===== config.mk =====
export PLATFORM = sky130hd
export DESIGN_NAME = wm8731_config
export DESIGN_NICKNAME = d
export VERILOG_FILES = /design/src/rtl/wm8731_config.sv
export SDC_FILE = /design/constraint.sdc
export NUM_CORES = 1
export LEC_CHECK = 0
export ABC_AREA = 1
export BUFFER_PORTS_ARGS = -buffer_cell sky130_fd_sc_hd__buf_2
export CORE_AREA = 5 5 67 69
export CTS_CLUSTER_SIZE = 12
export DETAILED_ROUTE_END_ITERATION = 7
export DIE_AREA = 0 0 72 74
export PLACE_DENSITY = 0.78
export SYNTH_ARGS = -nofsm -noshare
export SYNTH_HDL_FRONTEND = slang
export SYNTH_SLANG_ARGS = --single-unit

===== constraint.sdc =====
create_clock -name clk -period 6.8 [get_ports clk]
set_clock_uncertainty 0.15 [all_clocks]
set_input_delay 1.36 -clock clk [delete_from_list [all_inputs] [get_ports clk]]
set_output_delay 1.36 -clock clk [all_outputs]
set_load 0.005 [all_outputs]

===== src/rtl/wm8731_config.sv =====
// Purpose : I2C master that writes the fixed 11-word WM8731 register set on a start pulse.
// Latency : busy the cycle after start; every SCL/SDA change lands on a quarter-bit tick.
// Backpressure: none; a start while busy is dropped, and a NACKed word is retried then flagged.
//
// Ports
//   clk, reset_n        system clock, synchronous active-low reset
//   start               single-cycle request, honoured only when idle/done/error
//   i2c_sclk            push-pull SCL
//   i2c_sdat_oe         1 = pull SDA low, 0 = release (open-drain emulation)
//   i2c_sdat_in         sampled SDA pin level
//   busy, done, error   status levels; done/error hold until the next start
module wm8731_config #(
    parameter int CLK_HZ    = 50_000_000,
    parameter int I2C_HZ    = 100_000,
    parameter int MAX_TRIES = 3
) (
    input  logic clk,
    input  logic reset_n,
    input  logic start,
    output logic i2c_sclk,
    output logic i2c_sdat_oe,
    input  logic i2c_sdat_in,
    output logic busy,
    output logic done,
    output logic error
);

    // Clocks per quarter SCL period.
    localparam int DIV   = CLK_HZ / (4 * I2C_HZ);
    localparam int DIV_W = (DIV > 1) ? $clog2(DIV) : 1;
    localparam int TRY_W = $clog2(MAX_TRIES + 1);

    localparam logic [DIV_W-1:0] DIV_LAST   = DIV_W'(DIV - 1);
    localparam logic [TRY_W-1:0] TRY_LIMIT  = TRY_W'(MAX_TRIES);
    localparam logic [3:0]       LAST_INDEX = 4'd10;
    localparam logic [7:0]       DEV_ADDR_W = 8'h34;   // 7-bit 0x1A, write

    typedef enum logic [2:0] {
        S_IDLE,
        S_START,
        S_SHIFT,
        S_ACK,
        S_STOP,
        S_GAP,
        S_DONE,
        S_ERROR
    } state_t;

    state_t            state;
    state_t            state_nxt;

    logic [DIV_W-1:0]  div_cnt;
    logic              tick;
    logic [1:0]        phase;
    logic [2:0]        bit_cnt;
    logic [1:0]        byte_cnt;
    logic [3:0]        index;
    logic [TRY_W-1:0]  tries;
    logic              ack_seen;   // slave pulled SDA low during the current ACK slot
    logic              word_ok;    // last finished word was fully acknowledged
    logic              accept;

    logic [15:0]       cur_word;
    logic [7:0]        tx_byte;
    logic              scl_nxt;
    logic              sda_oe_nxt;

    // Register set: {reg[6:0], data[8:0]}; reset first, active last.
    function automatic logic [15:0] rom_word(input logic [3:0] idx);
        logic [15:0] w;
        case (idx)
            4'd0:    w = 16'h1E00;   // reset
            4'd1:    w = 16'h0017;   // left line in
            4'd2:    w = 16'h0217;   // right line in
            4'd3:    w = 16'h0479;   // left headphone out
            4'd4:    w = 16'h0679;   // right headphone out
            4'd5:    w = 16'h0812;   // analogue path
            4'd6:    w = 16'h0A00;   // digital path
            4'd7:    w = 16'h0C00;   // power down control
            4'd8:    w = 16'h0E02;   // digital audio interface format
            4'd9:    w = 16'h1000;   // sampling control
            4'd10:   w = 16'h1201;   // active
            default: w = 16'h0000;
        endcase
        return w;
    endfunction

    assign accept = start && ((state == S_IDLE) || (state == S_DONE) || (state == S_ERROR));
    assign tick   = busy && (div_cnt == DIV_LAST);

    assign cur_word = rom_word(index);

    always_comb begin
        tx_byte = DEV_ADDR_W;
        case (byte_cnt)
            2'd1:    tx_byte = cur_word[15:8];
            2'd2:    tx_byte = cur_word[7:0];
            default: tx_byte = DEV_ADDR_W;
        endcase
    end

    // ------------------------------------------------------------------
    // State register
    // ------------------------------------------------------------------
    always_ff @(posedge clk) begin
        if (!reset_n) begin
            state <= S_IDLE;
        end else begin
            state <= state_nxt;
        end
    end

    // ------------------------------------------------------------------
    // Next-state logic; every bus-phase transition waits for the tick
    // that closes the last quarter of the current phase.
    // ------------------------------------------------------------------
    always_comb begin
        state_nxt = state;
        case (state)
            S_IDLE, S_DONE, S_ERROR: begin
                if (start) state_nxt = S_START;
            end
            S_START: begin
                if (tick && (phase == 2'd3)) state_nxt = S_SHIFT;
            end
            S_SHIFT: begin
                if (tick && (phase == 2'd3) && (bit_cnt == 3'd7)) state_nxt = S_ACK;
            end
            S_ACK: begin
                if (tick && (phase == 2'd3)) begin
                    // A NACK on any byte abandons the rest of the word.
                    if (ack_seen && (byte_cnt != 2'd2)) state_nxt = S_SHIFT;
                    else                                state_nxt = S_STOP;
                end
            end
            S_STOP: begin
                // STOP is two quarters; the SDA release opens the gap.
                if (tick && (phase == 2'd1)) state_nxt = S_GAP;
            end
            S_GAP: begin
                if (tick && (phase == 2'd3)) begin
                    if (word_ok) begin
                        state_nxt = (index == LAST_INDEX) ? S_DONE : S_START;
                    end else begin
                        state_nxt = (tries >= TRY_LIMIT) ? S_ERROR : S_START;
                    end
                end
            end
            default: state_nxt = S_IDLE;
        endcase
    end

    // ------------------------------------------------------------------
    // Counters and ACK bookkeeping
    // ------------------------------------------------------------------
    always_ff @(posedge clk) begin
        if (!reset_n) begin
            div_cnt  <= '0;
            phase    <= 2'd0;
            bit_cnt  <= 3'd0;
            byte_cnt <= 2'd0;
            index    <= 4'd0;
            tries    <= '0;
            ack_seen <= 1'b0;
            word_ok  <= 1'b0;
        end else if (accept) begin
            // Restart the divider so the first quarter is a full DIV long.
            div_cnt  <= '0;
            phase    <= 2'd0;
            bit_cnt  <= 3'd0;
            byte_cnt <= 2'd0;
            index    <= 4'd0;
            tries    <= '0;
            ack_seen <= 1'b0;
            word_ok  <= 1'b0;
        end else if (busy) begin
            div_cnt <= tick ? '0 : div_cnt + 1'b1;
            if (tick) begin
                phase <= ((state == S_STOP) && (phase == 2'd1)) ? 2'd0 : phase + 2'd1;
                case (state)
                    S_START: begin
                        bit_cnt  <= 3'd0;
                        byte_cnt <= 2'd0;
                        ack_seen <= 1'b0;
                    end
                    S_SHIFT: begin
                        // Wraps 7 -> 0, ready for the next byte.
                        if (phase == 2'd3) bit_cnt <= bit_cnt + 3'd1;
                    end
                    S_ACK: begin
                        // Sample at the end of q2, after SCL has been high two quarters.
                        if (phase == 2'd2) ack_seen <= ~i2c_sdat_in;
                        if (phase == 2'd3) begin
                            if (!ack_seen) begin
                                tries   <= tries + TRY_W'(1);
                                word_ok <= 1'b0;
                            end else if (byte_cnt == 2'd2) begin
                                tries   <= '0;
                                word_ok <= 1'b1;
                            end else begin
                                byte_cnt <= byte_cnt + 2'd1;
                            end
                        end
                    end
                    S_GAP: begin
                        if ((phase == 2'd3) && word_ok && (index != LAST_INDEX)) begin
                            index <= index + 4'd1;
                        end
                    end
                    default: ;
                endcase
            end
        end
    end

    // ------------------------------------------------------------------
    // Output decode. Within every phase SCL and SDA never change on the
    // same quarter boundary except where the other line is held stable,
    // so SDA moves under SCL-high only for START and STOP.
    // ------------------------------------------------------------------
    always_comb begin
        scl_nxt    = 1'b1;
        sda_oe_nxt = 1'b0;
        busy       = 1'b0;
        done       = 1'b0;
        error      = 1'b0;
        case (state)
            S_START: begin
                busy       = 1'b1;
                scl_nxt    = (phase != 2'd3);
                sda_oe_nxt = (phase != 2'd0);
            end
            S_SHIFT: begin
                busy       = 1'b1;
                scl_nxt    = (phase == 2'd1) || (phase == 2'd2);
                sda_oe_nxt = ~tx_byte[3'd7 - bit_cnt];
            end
            S_ACK: begin
                busy       = 1'b1;
                scl_nxt    = (phase == 2'd1) || (phase == 2'd2);
                sda_oe_nxt = 1'b0;
            end
            S_STOP: begin
                busy       = 1'b1;
                scl_nxt    = (phase == 2'd1);
                sda_oe_nxt = 1'b1;
            end
            S_GAP: begin
                busy = 1'b1;
            end
            S_DONE: begin
                done = 1'b1;
            end
            S_ERROR: begin
                error = 1'b1;
            end
            default: ;
        endcase
    end

    // Pin registers keep the bus lines glitch-free; both lines share the
    // same one-cycle lag so their relative ordering is preserved.
    always_ff @(posedge clk) begin
        if (!reset_n) begin
            i2c_sclk    <= 1'b1;
            i2c_sdat_oe <= 1'b0;
        end else begin
            i2c_sclk    <= scl_nxt;
            i2c_sdat_oe <= sda_oe_nxt;
        end
    end

endmodule


==> results of run 1 <==
## power groups by stage
stage | clock network [mW] | registers [mW] | logic [mW]
floorplan | 0 | 0.235 | 0.118
global placement | 0 | 0.240 | 0.132
detailed placement | 0 | 0.241 | 0.131
CTS | 0.170 | 0.236 | 0.131
global route | 0.180 | 0.238 | 0.149
finish | 0.167 | 0.236 | 0.132
## placed cells by master (no fill, tap or decap), types with 2 or more instances in the layout
cell type,count
a211oi_1,3
a21oi_1,19
a21oi_2,3
a22oi_1,2
buf_2,8
clkbuf_8,7
dfxtp_1,36
ha_1,19
inv_1,30
inv_2,5
inv_4,3
nand2_1,63
nand2_2,4
nand2_4,3
nand3_1,18
nand3_2,3
nand3_4,2
nand4_1,9
nor2_1,23
nor2_2,2
nor3_1,2
o2111ai_1,3
o211a_1,2
o211ai_1,2
o21ai_0,7
o21ai_1,2
xor2_1,2
## layout make-up
class / instances / area [um2]
clock buffer: 7 / 96.34
fill: 360 / 1520
inverter: 40 / 163.9
multi-input combinational: 205 / 1252
sequential: 36 / 720.7
tap: 50 / 62.56
timing repair buffer: 8 / 40.04
## per-stage QoR
| step | instances | cell area, um2 | utilization, % |
|---|---|---|---|
| floorplan | 285 | 2186 | - |
| global placement | 339 | 2240 | 58.08 |
| detailed placement | 339 | 2240 | 58.08 |
| CTS | 346 | 2336 | 60.58 |
| global route | 346 | 2336 | 60.58 |
| finish | 346 | 2336 | 60.58 |
## cell usage after synthesis (all sizes together), types with 3 or more instances
master	number
dfxtp	36
o21ai	10
a21oi	23
o2111ai	3
inv	39
nand2	70
buf	4
nand4	10
nor2	26
nand3	23
ha	19
a211oi	3
## cells by family (layout without fill, tap and decap cells)
| group | after synthesis | count (layout) |
|---|---|---|
| buf+inv | 44 | 55 |
| xor+xnor | 3 | 3 |
| flops | 36 | 36 |
| simple gates | 135 | 135 |
| fa+ha+maj | 19 | 19 |
| compound gates | 48 | 48 |
## state kept, by name, indices dropped and copies added, names as in the netlist
name	count
byte_cnt	2
index	4
tries	2
phase	2
word_ok	1
cur_word	9
bit_cnt	3
i2c_sdat_oe	1
ack_seen	1
div_cnt	7
state	3
i2c_sclk	1
## final timing paths
path                 start     endpoint  slack [ns]  cells after the start
hold / removal    tries[1]     tries[1]        0.32                      2
hold reg to reg   tries[1]     tries[1]        0.32                      2
setup / recovery   reset_n  cur_word[1]        3.73                     11
setup reg to reg  state[2]  cur_word[1]        4.02                     12
## layer usage
metal  vias up  wire length, um  GRT usage (%)
li1        967                -              -
met1       800             2052          23.56
met2        54             1963          30.10
met3        13              235          4.054
met4         0              118          6.889
met5         -                0              0
## critical path: stages
cell	delay [ns]
buf_2	0.10
inv_1	0.10
a21oi_4	0.43
inv_2	0.19
a21oi_2	0.24
inv_1	0.09
ha_1	0.29
nand2_1	0.12
nand2_1	0.06
nand2_1	0.06
nand2_1	0.05
==> summary.txt, run 1 <==
Floorplan
  – Die area: roughly 5300 um2
  – Die height: approximately 74 um
  – Die width: about 72 um
  – Core box area: about 3900 um2
  – I/O pin count: 9
  – Starting density of the core: 56.68%
  – Row count: 23

Setup path
  – Worst-path fanout max: 15
  – CP arrival: between 3 and 4 ns
  – Element type at the critical path end: flop
  – CP Launch Type: primary input
  – Worst Path Required: ~6.8 ns
  – Setup Crit Path Kind: primary input to flop

CTS
  – CTS Root Cell: clkbuf_8
  – Total CTS buffers: 5
  – Post-CTS sizing: 0
  – H-tree Lvls: 2
  – Buffer depth of the longest clock path: 2
  – Postcts setup bufs: 0
  – Clk sinks: 36
  – TritonCTS clock tree: built
  – Post-CTS Hold Fix Bufs: 0
  – Clock transition at path regs: 0.07 ns
  – Clock Latency Late Sink: slightly below 0.3 ns

STA
  – Fmax: about 330 MHz
  – Final Setup Violations: 0
  – RSZ-0062 raised after global routing: no
  – Slack of the critical path: 3.730 ns
  – Fin. max-slew vios: 0
  – Worst rel slew slack: 65.88%
  – Fin. Hold Viols: 0
  – Fin crit share: a little under half
  – Tmin final: between 3 and 4 ns
  – TNS Setup: 0 ns
  – Hold WS: 0.3217 ns
  – Worst Tran Pin Value: approximately 0.5 ns

Logic synthesis
  – Synth Area in Compound Gates: around 14%
  – Cell Area, Synth: 2186 um2
  – Simple-gate share of the synthesized area: a little under a third
  – Main combinational cell family by area after synthesis: simple AND/OR/NAND/NOR gates
  – Cells after synthesis: ~290
  – Post-Synth Adder-Cell Area: between 10% and 20%
  – Area leader, netlist: dfxtp_1
  – Yosys reg bits: 36
  – Library cells used by synthesis: between 40 and 50
  – Ys Warns: 0
  – XOR/XNOR Fraction of Synth Area: about 1.2%
  – Synth area leaders: dfxtp_1, ha_1, nand2_1
  – Ys async rst share: 0%
  – Post-synth EDFFs: 0
  – Multiplexer share of the synthesized area: 0%
  – Top cell type's share of synthesized area: around a third
  – Syn Area/Cell: between 7 and 8 um2
  – Sequential share of the synthesized area: approximately a third
  – Top FF cell, synth: dfxtp_1
  – Net Count, Synth: ~310

Hold path
  – Hold WC Path Type: flop to flop

Routing
  – Via count: 1834
  – Post-DRT Antenna Nets: 0
  – Drt via density: ~5.3
  – Detailed Route WL: approximately 4.4 mm
  – DRC errors left: 0
  – Drt first pass iters: 4
  – Drt initial violations: roughly 200
  – Average wire per standard cell: around 13 um

GRT
  – GRT Util Overall: 18.27%
  – GRT Residual Overflow: 0
  – Initial antenna violation count: 0
  – Number of global-route vias before repair: between 1500 and 2000
  – First-pass GRT wire length: between 7 and 8 mm
  – Pin count of the biggest net entering global routing: 16

Final layout
  – Area Overhead vs Synth: 6.869%
  – Proportion of layout cells with a drive suffix above 1: between 15 and 20%
  – Inserted Diodes: 0
  – Nets: ~320

Pwr
  – Net Sw Frac: 33.64%
  – Pwr dens: ~230 nW/um2
  – Sequential Power Share: between 40% and 50%
  – Static leakage: roughly 1 nW
  – Psw: around 0.18 mW
  – Worst VDD drop: 140.4 uV
  – Gate power share: approximately 25%
  – Total power: between 0.5 and 0.6 mW
  – Cell-internal power: approximately 0.36 mW
  – Clk pwr share: a little over 30%

Placed design
  – Gpl congestion: between 0.9 and 1
  – Detail Placement HPWL: 3.368 mm
  – Pre-CTS WS: between 3 and 4 ns
  – PortBufs: 8

Status
  – Run status: completed

Run
  – Max Cap Viol: 0
Power figures use the tool's default switching activity.
==> run 2: changes to the inputs <==
--- a/config.mk
+++ b/config.mk
@@ -5,13 +5,13 @@
 export SDC_FILE = /design/constraint.sdc
 export NUM_CORES = 1
 export LEC_CHECK = 0
-export ABC_AREA = 1
+export ABC_AREA = 0
 export BUFFER_PORTS_ARGS = -buffer_cell sky130_fd_sc_hd__buf_2
 export CORE_AREA = 5 5 67 69
 export CTS_CLUSTER_SIZE = 12
 export DETAILED_ROUTE_END_ITERATION = 7
 export DIE_AREA = 0 0 72 74
-export PLACE_DENSITY = 0.78
+export PLACE_DENSITY = 0.79
 export SYNTH_ARGS = -nofsm -noshare
 export SYNTH_HDL_FRONTEND = slang
 export SYNTH_SLANG_ARGS = --single-unit
==> constraint.sdc (replaced) <==
create_clock -name clk -period 2.88 [get_ports clk]
set_clock_uncertainty 0.15 [all_clocks]
set_input_delay 0.576 -clock clk [delete_from_list [all_inputs] [get_ports clk]]
set_output_delay 0.576 -clock clk [all_outputs]
set_load 0.005 [all_outputs]
==> run 2 against run 1 <==
Compared with the run above:
- combinational power shrank 68%
- clock power grew to 2.7 times the previous value
- sequential power grew 110%
- count of clock-buffer cells in the layout shrank 1
- critical path depth shrank 1
- critical path type is now flop to flop
- largest cell class unchanged
- highest routed layer unchanged
==> summary.txt, run 2 <==
Floorplan
  – Die area: roughly 5300 um2
  – Core box area: 3856 um2
  – Starting density of the core: a little under three fifths
  – Die height: roughly 74 um
  – Row count: 23
  – I/O pin count: 9
  – Die width: 72 um

Routing
  – Average wire per standard cell: roughly 14 um
  – DRC errors left: 0
  – Drt initial violations: 235
  – Detailed Route WL: 4.555 mm
  – Drt via density: 5.758
  – Via count: around 1900
  – Post-DRT Antenna Nets: 0
  – Drt first pass iters: 4

Setup path
  – Reg2Reg Launch Point: index[0]
  – CP arrival: 2.66 ns
  – Worst-path fanout max: 4
  – Setup Crit Path Kind: flop to flop
  – Worst Path Required: about 2.9 ns
  – Reg2Reg Setup Slack: 0.24 ns
  – Crit path launch: index[0]
  – Element type at the critical path end: flop
  – CP Launch Type: flop

Logic synthesis
  – Library cells used by synthesis: 57
  – Sequential share of the synthesized area: ~33%
  – Yosys reg bits: 36
  – Commonest cells post-synth: dfxtp_1, nand2_1, nor2_1
  – Net Count, Synth: between 200 and 300
  – Cells after synthesis: about 270
  – Top cell type's share of synthesized area: about a third
  – Post-synth EDFFs: 0
  – Ys Warns: 0
  – Top-count cell post-synth: dfxtp_1
  – Cell Area, Synth: about 2200 um2
  – Syn Area/Cell: 8.310 um2
  – Ys async rst share: 0%
  – Synth area leaders: dfxtp_1, ha_1, nand2_1
  – Top FF cell, synth: dfxtp_1
  – Area leader, netlist: dfxtp_1

STA
  – Fmax: roughly 380 MHz
  – TNS Setup: 0 ns
  – Worst Tran Pin Value: about 0.57 ns
  – RSZ-0062 raised after global routing: no
  – Tmin final: roughly 2.6 ns
  – Fin. Hold Viols: 0
  – Fin. max-slew vios: 0
  – Worst rel slew slack: a little over 60%
  – Slack of the critical path: approximately 0.24 ns
  – Final Setup Violations: 0
  – Fin crit share: between 90% and 100%

CTS
  – Buffer depth of the longest clock path: 2
  – Clock transition at path regs: around 0.08 ns
  – Post-CTS Hold Fix Bufs: 0
  – CTS Root Cell: clkbuf_8
  – Clk sinks: 36
  – Total CTS buffers: 5
  – TritonCTS clock tree: built
  – Clock Latency Late Sink: 0.29 ns
  – H-tree Lvls: 2

GRT
  – GRT Residual Overflow: 0
  – Initial antenna violation count: 0
  – Number of global-route vias before repair: between 1500 and 2000
  – First-pass GRT wire length: between 7 and 8 mm
  – Pin count of the biggest net entering global routing: 25
  – GRT Util Overall: 18.35%

Final layout
  – Area Overhead vs Synth: 8.977%
  – Finished Layout Cells: around 330
  – Commonest non-fill, non-tap cell in the layout: dfxtp_1
  – Proportion of layout cells with a drive suffix above 1: 12.27%
  – Max reg flops: 9
  – Inserted Diodes: 0
  – Nets: around 300
  – Most frequent cells in the layout: dfxtp_1, nor2_1, nand2_1

Pwr
  – Cell-internal power: between 0.7 and 0.8 mW
  – Static leakage: roughly 0.9 nW
  – Total power: roughly 0.99 mW
  – Pwr dens: between 400 and 500 nW/um2
  – Clk pwr share: ~45%
  – Psw: around 0.22 mW
  – Sequential Power Share: between 50% and 60%
  – Worst VDD drop: approximately 320 uV
  – Gate power share: approximately 4.3%
  – Net Sw Frac: between 20 and 25%

Hold path
  – Hold WC Path Type: flop to flop
  – Hold_sp: tries[1]

Placed design
  – Detail Placement HPWL: ~3.3 mm
  – Pre-CTS WS: between 0.1 and 0.15 ns
  – PortBufs: 8
  – Placed cell count: 319
  – Gpl congestion: roughly 0.87

Status
  – Run status: completed

Run
  – Max Cap Viol: 0
run 2: logic make-up after synthesis:
kind of cell | synth area share [%]
mux | 6.136
fa+ha+maj | 10.80
flops | 32.73
simple gates | 27.39
xor+xnor | 2.784
buf+inv | 5.625
compound gates | 14.55
run 2: worst paths after layout:
path            endpoint  cells after the start
max          cur_word[1]                     10
min reg2reg     tries[1]                      2
min             tries[1]                      2
max reg2reg  cur_word[1]                     10
run 2: worst max-delay path, cell delays in order, from the launching register on:
cell,delay (ns)
dfxtp_1,0.40
inv_1,0.06
ha_1,0.19
and3b_1,0.24
nor4_2,0.46
mux2i_1,0.18
nor2_1,0.21
inv_1,0.12
ha_1,0.32
mux2i_1,0.13
o21ai_0,0.08
run 2: metal layers:
layer  up-vias  share of wire [%]  wire [um]  global-route usage (%)
met5         -                  0          0                       0
met4         0                2.1         95                   8.351
met3        11                5.1        232                   4.865
met2        62                 47       2126                   28.67
met1       867                 46       2100                   23.86
li1        943                  -          -                       -
run 2: repair_timing:
item                       in CTS  in global routing
setup endpoints to repair       0                  8
buffers inserted                0                  0
gates resized for setup         0                  1
run 2: power by group through the flow:
stage | combinational, mW | sequential [mW] | clock (mW)
after floorplan | 0.0328 | 0.513 | 0
after global placement | 0.0414 | 0.515 | 0
after detailed placement | 0.0419 | 0.515 | 0
after CTS | 0.0421 | 0.503 | 0.449
after global routing | 0.0475 | 0.504 | 0.478
final | 0.0426 | 0.503 | 0.444
run 2: final cells by class:
cell class                      instances  area [um2]
Fill cell                             332        1456
Multi-Input combinational cell        202        1364
Sequential cell                        36       720.7
Timing Repair Buffer                   13       77.57
Clock buffer                            6       72.57
Inverter                               18       67.56
Tap cell                               50       62.56
Clock inverter                          2       35.03
run 2: per-stage QoR:
| step | cell area, um2 | hold slack [ns] | util (%) |
|---|---|---|---|
| 6_report | 2400 | 0.3354 | 62.23 |
| 5_1_grt | 2400 | 0.3570 | 62.23 |
| 4_1_cts | 2394 | 0.3401 | 62.07 |
| 3_5_place_dp | 2286 | 0.3036 | 59.28 |
| 3_3_place_gp | 2286 | 0.2922 | 59.28 |
| 2_1_floorplan | 2202 | 0.2848 | - |
==> run 3: changes to the inputs <==
--- a/config.mk
+++ b/config.mk
@@ -7,11 +7,12 @@
 export LEC_CHECK = 0
 export ABC_AREA = 0
 export BUFFER_PORTS_ARGS = -buffer_cell sky130_fd_sc_hd__buf_2
-export CORE_AREA = 5 5 67 69
+export CORE_AREA = 5 5 86 88
 export CTS_CLUSTER_SIZE = 12
 export DETAILED_ROUTE_END_ITERATION = 7
-export DIE_AREA = 0 0 72 74
-export PLACE_DENSITY = 0.79
+export DIE_AREA = 0 0 91 93
+export PLACE_DENSITY = 0.52
 export SYNTH_ARGS = -nofsm -noshare
 export SYNTH_HDL_FRONTEND = slang
 export SYNTH_SLANG_ARGS = --single-unit
+export TNS_END_PERCENT = 5
==> constraint.sdc (replaced) <==
create_clock -name clk -period 3.3 [get_ports clk]
set_clock_uncertainty 0.15 [all_clocks]
set_input_delay 0.66 -clock clk [delete_from_list [all_inputs] [get_ports clk]]
set_output_delay 0.66 -clock clk [all_outputs]
set_load 0.005 [all_outputs]
==> run 3 against run 2 <==
Compared with the run above:
- worst hold slack worse by 0.024 ns
- critical path depth unchanged
- non-clock buffer count unchanged
- power decreased by 20%
- count of clock-buffer cells in the layout decreased by 1
- maximum frequency down 3.6%
- via count shrank 3.7%
- sequential share of layout area decreased by 0.14 points
- cell area grew 0.47%
- sequential power fell by 13%
- combinational power is 9.6% lower
- first-iteration DRC count shrank 65%
- critical endpoint unchanged
==> summary.txt, run 3 (synthesized netlist as in run 2, its figures left out) <==
Status
  – Run status: completed

Setup path
  – CP Launch Type: flop
  – Worst path cell trace: inv_1 -> ha_1 -> and3b_1 -> nor4_1 -> xnor2_1 -> nor2_1 -> inv_1 -> ha_1 -> mux2i_1 -> o21ai_0
  – Worst Path Required: roughly 3.3 ns
  – Reg2Reg Launch Point: index[0]
  – Crit path launch: index[0]
  – CP arrival: around 2.8 ns
  – Worst path max stage delay: 0.55 ns
  – Crit-path slowest cell: nor4_1
  – Worst-path fanout max: 4
  – Element type at the critical path end: flop
  – Setup Crit Path Kind: flop to flop

Pwr
  – Worst VDD drop: 163.7 uV
  – Psw: 0.1944 mW
  – Pwr dens: approximately 330 nW/um2
  – Clk pwr share: between 30% and 40%
  – Net Sw Frac: about 25%
  – Sequential Power Share: between 50% and 60%
  – Static leakage: just under 0.9 nW
  – Gate power share: 4.9%
  – Cell-internal power: 0.5960 mW

Routing
  – Drt initial violations: 83
  – Drt via density: 5.081
  – Detailed Route WL: roughly 4.8 mm
  – Average wire per standard cell: around 13 um
  – Post-DRT Antenna Nets: 0
  – DRC errors left: 0
  – Drt first pass iters: 4
  – Via count: around 1800

Final layout
  – Finished Layout Cells: ~360
  – Area Overhead vs Synth: 9.489%
  – Commonest non-fill, non-tap cell in the layout: dfxtp_1
  – Max reg flops: 9
  – Proportion of layout cells with a drive suffix above 1: 12.27%
  – Nets: 299
  – Most frequent cells in the layout: dfxtp_1, nor2_1, nand2_1
  – Inserted Diodes: 0

GRT
  – GRT Util Overall: approximately 12%
  – First-pass GRT wire length: 8.493 mm
  – Pin count of the biggest net entering global routing: 25
  – GRT Residual Overflow: 0
  – Initial antenna violation count: 0
  – Number of global-route vias before repair: between 1500 and 2000

CTS
  – Clock transition at path regs: approximately 0.08 ns
  – CTS Root Cell: clkbuf_8
  – Post-CTS sizing: 0
  – Postcts setup bufs: 0
  – TritonCTS clock tree: built
  – Post-CTS Hold Fix Bufs: 0
  – Clk sinks: 36
  – Clock Latency Late Sink: slightly below 0.3 ns
  – H-tree Lvls: 2
  – Total CTS buffers: 5
  – Buffer depth of the longest clock path: 2

Floorplan
  – Die area: between 8000 and 9000 um2
  – Die height: between 90 and 100 um
  – Die width: 91 um
  – I/O pin count: 9
  – Row count: 30
  – Core box area: ~6600 um2
  – Starting density of the core: 33.52%

STA
  – Fin crit share: approximately 83%
  – Tmin final: roughly 2.7 ns
  – RSZ-0062 raised after global routing: no
  – TNS Setup: 0 ns
  – Final Setup Violations: 0
  – Fmax: roughly 360 MHz
  – Worst Tran Pin Value: 0.5768 ns
  – Fin. Hold Viols: 0
  – Fin. max-slew vios: 0
  – Worst rel slew slack: about three fifths

Placed design
  – Gpl congestion: slightly below 0.9
  – PortBufs: 8
  – Detail Placement HPWL: 3.645 mm
  – Placed cell count: about 350

Run
  – Max Cap Viol: 0

Hold path
  – Hold_sp: tries[1]
  – Hold WC Path Type: flop to flop
==> run 3: changes by cell type in the layout (fill, tap and decap cells not counted) <==
cell / delta
nor4_1: +1
bufinv_16: -1
clkinv_4: +1
clkbuf_1: -1
clkinv_2: +1
nor4_2: -1
==> run 3: layout make-up <==
class                      count  area (um2)
sequential                    36       720.7
timing repair buffer          13       77.57
fill                         691        4158
tap                           80       100.1
clock inverter                 3       18.77
clock buffer                   5       68.82
inverter                      18       67.56
multi-input combinational    202        1358
==> run 3: path summary, 6_finish.rpt <==
check / end / slack [ns] / cells after the start
setup / recovery: cur_word[1] / 0.56 / 10
setup reg to reg: cur_word[1] / 0.56 / 10
hold / removal: tries[1] / 0.31 / 2
hold reg to reg: tries[1] / 0.31 / 2
==> run 3: critical path: cells and delay by family (launching register included) <==
| kind | cells | cell delay (ns) |
|---|---|---|
| adder cells (fa/ha/maj) | 2 | 0.51 |
| XOR/XNOR | 1 | 0.19 |
| AO/OA/AOI/OAI | 1 | 0.08 |
| flip-flops | 1 | 0.39 |
| multiplexers | 1 | 0.13 |
| buffers and inverters | 2 | 0.16 |
| AND/OR/NAND/NOR | 3 | 1.01 |
==> run 3: power groups by stage <==
| stage | logic (mW) | registers (mW) | clock network, mW |
|---|---|---|---|
| after floorplan | 0.0286 | 0.448 | 0 |
| after global placement | 0.0389 | 0.448 | 0 |
| after detailed placement | 0.0390 | 0.448 | 0 |
| after CTS | 0.0392 | 0.438 | 0.327 |
| after global routing | 0.0437 | 0.438 | 0.348 |
| final | 0.0385 | 0.438 | 0.314 |
==> run 3: layer usage <==
layer	track usage [%]	vias to the layer above	part of all wire [%]
met4	5.868	0	2.3
met2	19.35	23	45
met3	2.655	9	2.7
met5	0	-	0
li1	-	949	-
met1	15.78	833	50
==> run 3: per-stage QoR <==
stage,instance area (um2),power [mW],hold WS (ns),setup slack (ns),util (%)
6_report,2411,0.7904,0.3110,0.5576,36.70
5_1_grt,2411,0.8298,0.3421,0.2959,36.70
4_1_cts,2411,0.8044,0.3113,0.5762,36.70
3_5_place_dp,2323,0.4873,0.3001,0.5799,35.37
3_3_place_gp,2323,0.4872,0.2942,0.6938,35.37
2_1_floorplan,2202,0.4763,0.2848,0.8518,-
